$ cat src/rtl/vga_syncgen.sv
// VGA raster timing generator: scan counters plus sync, display-enable and line/frame strobes.
// Decoded outputs lag the counters by 1+PIPE_DLY cycles; counters themselves are not delayed.
module vga_syncgen #(
    parameter int H_ACTIVE  = 640,
    parameter int H_FP      = 16,
    parameter int H_SYNC    = 96,
    parameter int H_BP      = 48,
    parameter int V_ACTIVE  = 480,
    parameter int V_FP      = 10,
    parameter int V_SYNC    = 2,
    parameter int V_BP      = 33,
    parameter bit HSYNC_POL = 1'b0,
    parameter bit VSYNC_POL = 1'b0,
    parameter int PIPE_DLY  = 0
) (
    input  logic       PCK,
    input  logic       RST,
    output logic [9:0] HCNT,
    output logic [9:0] VCNT,
    output logic       HSYNC,
    output logic       VSYNC,
    output logic       DE,
    output logic       LINE_START,
    output logic       FRAME_START
);

    localparam int HTOTAL = H_ACTIVE + H_FP + H_SYNC + H_BP;
    localparam int VTOTAL = V_ACTIVE + V_FP + V_SYNC + V_BP;

    generate
        if (HTOTAL > 1024 || VTOTAL > 1024 || HTOTAL < 2 || VTOTAL < 1 ||
            PIPE_DLY < 0 || PIPE_DLY > 7) begin : g_cfg_err
            $error("vga_syncgen: timing totals must fit 10 bits and PIPE_DLY must be 0..7");
        end
    endgenerate

    // Decode thresholds are 11 bits so a sync region ending exactly at 1024 still compares correctly.
    localparam logic [10:0] H_DE_END = 11'(H_ACTIVE);
    localparam logic [10:0] H_SY_BEG = 11'(H_ACTIVE + H_FP);
    localparam logic [10:0] H_SY_END = 11'(H_ACTIVE + H_FP + H_SYNC);
    localparam logic [10:0] V_DE_END = 11'(V_ACTIVE);
    localparam logic [10:0] V_SY_BEG = 11'(V_ACTIVE + V_FP);
    localparam logic [10:0] V_SY_END = 11'(V_ACTIVE + V_FP + V_SYNC);
    localparam logic [9:0]  H_LAST   = 10'(HTOTAL - 1);
    localparam logic [9:0]  V_LAST   = 10'(VTOTAL - 1);

    // Order: {frame_start, line_start, de, vsync, hsync}
    localparam logic [4:0]  IDLE     = {1'b0, 1'b0, 1'b0, ~VSYNC_POL, ~HSYNC_POL};

    always_ff @(posedge PCK) begin
        if (RST) begin
            HCNT <= '0;
            VCNT <= '0;
        end else if (HCNT == H_LAST) begin
            HCNT <= '0;
            VCNT <= (VCNT == V_LAST) ? '0 : VCNT + 10'd1;
        end else begin
            HCNT <= HCNT + 10'd1;
        end
    end

    logic [10:0] hx;
    logic [10:0] vx;
    logic        de_raw;
    logic        hs_raw;
    logic        vs_raw;
    logic        ls_raw;
    logic        fs_raw;
    logic [4:0]  raw;

    assign hx = {1'b0, HCNT};
    assign vx = {1'b0, VCNT};

    // Sync polarity is applied here so the pipeline carries pin levels.
    always_comb begin
        de_raw = (hx < H_DE_END) && (vx < V_DE_END);
        hs_raw = ((hx >= H_SY_BEG) && (hx < H_SY_END)) ? HSYNC_POL : ~HSYNC_POL;
        vs_raw = ((vx >= V_SY_BEG) && (vx < V_SY_END)) ? VSYNC_POL : ~VSYNC_POL;
        ls_raw = (HCNT == 10'd0);
        fs_raw = (HCNT == 10'd0) && (VCNT == 10'd0);
        raw    = {fs_raw, ls_raw, de_raw, vs_raw, hs_raw};
    end

    logic [4:0] pipe [PIPE_DLY+1];

    always_ff @(posedge PCK) begin
        if (RST) begin
            for (int i = 0; i <= PIPE_DLY; i++) pipe[i] <= IDLE;
        end else begin
            pipe[0] <= raw;
            for (int i = 1; i <= PIPE_DLY; i++) pipe[i] <= pipe[i-1];
        end
    end

    assign {FRAME_START, LINE_START, DE, VSYNC, HSYNC} = pipe[PIPE_DLY];

endmodule
$ cat config.mk
export PLATFORM = sky130hd
export DESIGN_NAME = vga_syncgen
export DESIGN_NICKNAME = d
export VERILOG_FILES = /design/src/rtl/vga_syncgen.sv
export SDC_FILE = /design/constraint.sdc
export NUM_CORES = 1
export LEC_CHECK = 0
export BUFFER_PORTS_ARGS = -buffer_cell sky130_fd_sc_hd__buf_4
export CAP_MARGIN = 40
export CORE_MARGIN = 5
export CORE_UTILIZATION = 45
export CTS_CLUSTER_SIZE = 10
export DETAILED_ROUTE_END_ITERATION = 8
export PLACE_DENSITY_LB_ADDON = 0.1
export SLEW_MARGIN = 10
export SYNTH_ARGS = -nofsm -noshare
export SYNTH_HDL_FRONTEND = slang
export SYNTH_SLANG_ARGS = --single-unit
$ cat constraint.sdc
create_clock -name PCK -period 2.4 [get_ports PCK]
set_input_delay 0.24 -clock PCK [delete_from_list [all_inputs] [get_ports PCK]]
set_output_delay 0.24 -clock PCK [all_outputs]
set_load 0.005 [all_outputs]
==> flow_summary.ini <==
[grt]
grt_max_degree = 14
grt_pass1_wl_um = 3919
grt_pass1_vias = 867
gr-total-overflow = 0
antenna_found_initial = 0
grt_use_total = 0.1399

[floorplan]
coreArea_sq_um = 2455
die-area_sq_um = 3656
die_h_um = 60.47
initial_core_util = 0.4669
io_pins = 27
die_w_um = 60.47
core.rowCount = 18

[timing]
tightest_slew_ps = 315.1
rsz0062_at_grt = false
clock.fmax_ghz = 0.4753
worst_slack_ps = 295.9
whs_ps = 151.9
finalHoldViolations = 0
slew_viol_final = 0
maxSlewHeadroom = 0.7880
setup_viol = 0
period_share = 0.8767
final.setup.tns_ps = 0
fin_crit_ps = 2104
worst_clock_skew_ps = 2.463

[logic_synthesis]
synth_edf_count = 0
ys.warnings.count = 0
synth_top_area_share = 0.4367
synthArstFlopShare = 0
yosys.cell_count.top_type = dfxtp_1
synth_common_cells = 25 x dfxtp_1, 21 x nor2_1, 9 x nand3_1
synth_ff_type = dfxtp_1
synth_top_area_cell = dfxtp_1
yosysUniqueCellTypes = 26
netlist_instances = 135
avgSynthCellArea_sq_um = 8.490
synth-seq-cells = 25
syn_nets = 141
ys_top_cells_by_area = dfxtp_1 44%, nor2_1 6.9%, xnor2_1 5.3%
synth-seq-area-share = 0.4367
synth_area_sq_um = 1146

[placed_design]
place_hpwl_um = 1805
dp_slack_ps = 341.6
gp_congestion = 0.8057
port_buffers = 26
dpl.cell_count = 185

[clock_tree]
postCtsResizedCells = 0
clockBufferDepth = 2
clkLatencyLatePin_ps = 300
cts_buffers = 3
root_buffer = clkbuf_4
postCtsSetupBuffers = 0
clk_pin_slew_worst_paths_ps = 130
cts.sinks = 25
cts_max_level = 1
cts_tree = built
ctsHoldBuffers = 0

[power_and_ir_drop]
switchingPower_mw = 0.1434
clkPwrFrac = 0.277
peakVddDrop_v = 0.0003521
p_per_area_nw_per_um2 = 473.9
comb_power_share = 0.061
seqPwrFrac = 0.662
internal_power_mw = 0.5095
p_sw_frac = 0.2196
cellLeakagePower_nw = 0.5356

[route]
drt-total-wl_um = 2385
num_vias = 1002
postRouteAntennaNets = 0
first_pass_iters = 4
drc_errors = 0
wl_per_cell_um = 12.62
vias_per_cell = 5.302
drt-initial-drc-count = 23

[cells_and_area]
nFillCells = 225
final_util = 0.5612
multi_input_area_sq_um = 584.3
area_growth_syn_to_layout_pct = 20.20
stdcell_count = 189
regArea_sq_um = 500.5
diodes = 0
fin_nets = 166
drive_above_1_share = 0.2264

[setup_path]
critPathLaunchType = register
crit_chain = ha_1 -> nand4_1 -> or4_4 -> or4_1 -> a21oi_1
critPathTopFamily = simple AND/OR/NAND/NOR gates
crit_fanout = 6
path_buf_inv = 0
critical_path.slowest_cell = or4_4
worstSetupEndpointType = register
rr_worst_depth = 5
crit_cells = 5
crit_required_ps = 2650
critPathKind = register to register
cp.arrival_ps = 2350
critPathMaxStageDelay_ps = 560

[hold_path]
whs_path_depth = 2
hold_class = primary input to register

[outcome]
status = finished, final reports clean

[flow_run]
drv_cap = 0
cell usage in the layout (no fill, tap or decap):
master / n
buf_4: 27
dfxtp_1: 25
nor2_1: 21
nand3_1: 9
inv_1: 7
o21ai_0: 7
nand2_1: 7
xnor2_1: 7
nand4_1: 6
nor3_1: 5
a21oi_1: 5
xor2_1: 5
or3_1: 4
ha_1: 4
or4_1: 3
and3_1: 3
clkbuf_4: 3
nor4_1: 2
or4_4: 2
or3_4: 1
or4b_2: 1
a31o_2: 1
mux2i_1: 1
or2_2: 1
and4_1: 1
clkbuf_1: 1
worst paths after layout:
| path | start | end | slack [ps] |
|---|---|---|---|
| min | RST | VCNT[6] | 150 |
| min reg2reg | HCNT[7] | pipe[0][0] | 520 |
| max | HCNT[0] | VCNT[6] | 300 |
| max reg2reg | HCNT[0] | VCNT[6] | 300 |
per-stage QoR:
step | total power [mW] | area (sq um)
CTS | 0.6626 | 1378
global placement | 0.4810 | 1351
detailed placement | 0.4824 | 1351
floorplan | 0.4625 | 1146
global route | 0.6880 | 1378
finish | 0.6529 | 1378
sequential cells by signal (all words and copies together), names as in the netlist:
register  flops
VCNT         10
pipe          5
HCNT         10
power groups by stage:
stage	Clock (mW)	Sequential (mW)	Combinational, mW
finish	0.181	0.432	0.0401
global route	0.209	0.433	0.0455
CTS	0.189	0.432	0.0410
detailed placement	0	0.442	0.0408
global placement	0	0.440	0.0408
floorplan	0	0.440	0.0229
cell type report:
type | instances | area share
Inverter | 7 | 0.01907
Multi-Input combinational cell | 96 | 0.4242
Clock buffer | 4 | 0.01907
Tap cell | 30 | 0.02725
Sequential cell | 25 | 0.3633
Timing Repair Buffer | 27 | 0.1471
cell families after synthesis:
family | count (synthesis) | synth area share
AO/OA/AOI/OAI | 13 | 0.06004
adder cells (fa/ha/maj) | 4 | 0.04367
AND/OR/NAND/NOR | 66 | 0.3057
buffers and inverters | 14 | 0.05349
XOR/XNOR | 12 | 0.09170
flip-flops | 25 | 0.4367
multiplexers | 1 | 0.008734
metal layers:
| metal | up-vias | wire (um) | GRT usage |
|---|---|---|---|
| li1 | 515 | - | - |
| met1 | 463 | 1168 | 0.1964 |
| met2 | 22 | 1066 | 0.2114 |
| met3 | 2 | 133 | 0.03404 |
| met4 | 0 | 16 | 0.04644 |
| met5 | - | 0 | 0 |
No activity file was read; power rests on OpenSTA's default activity.
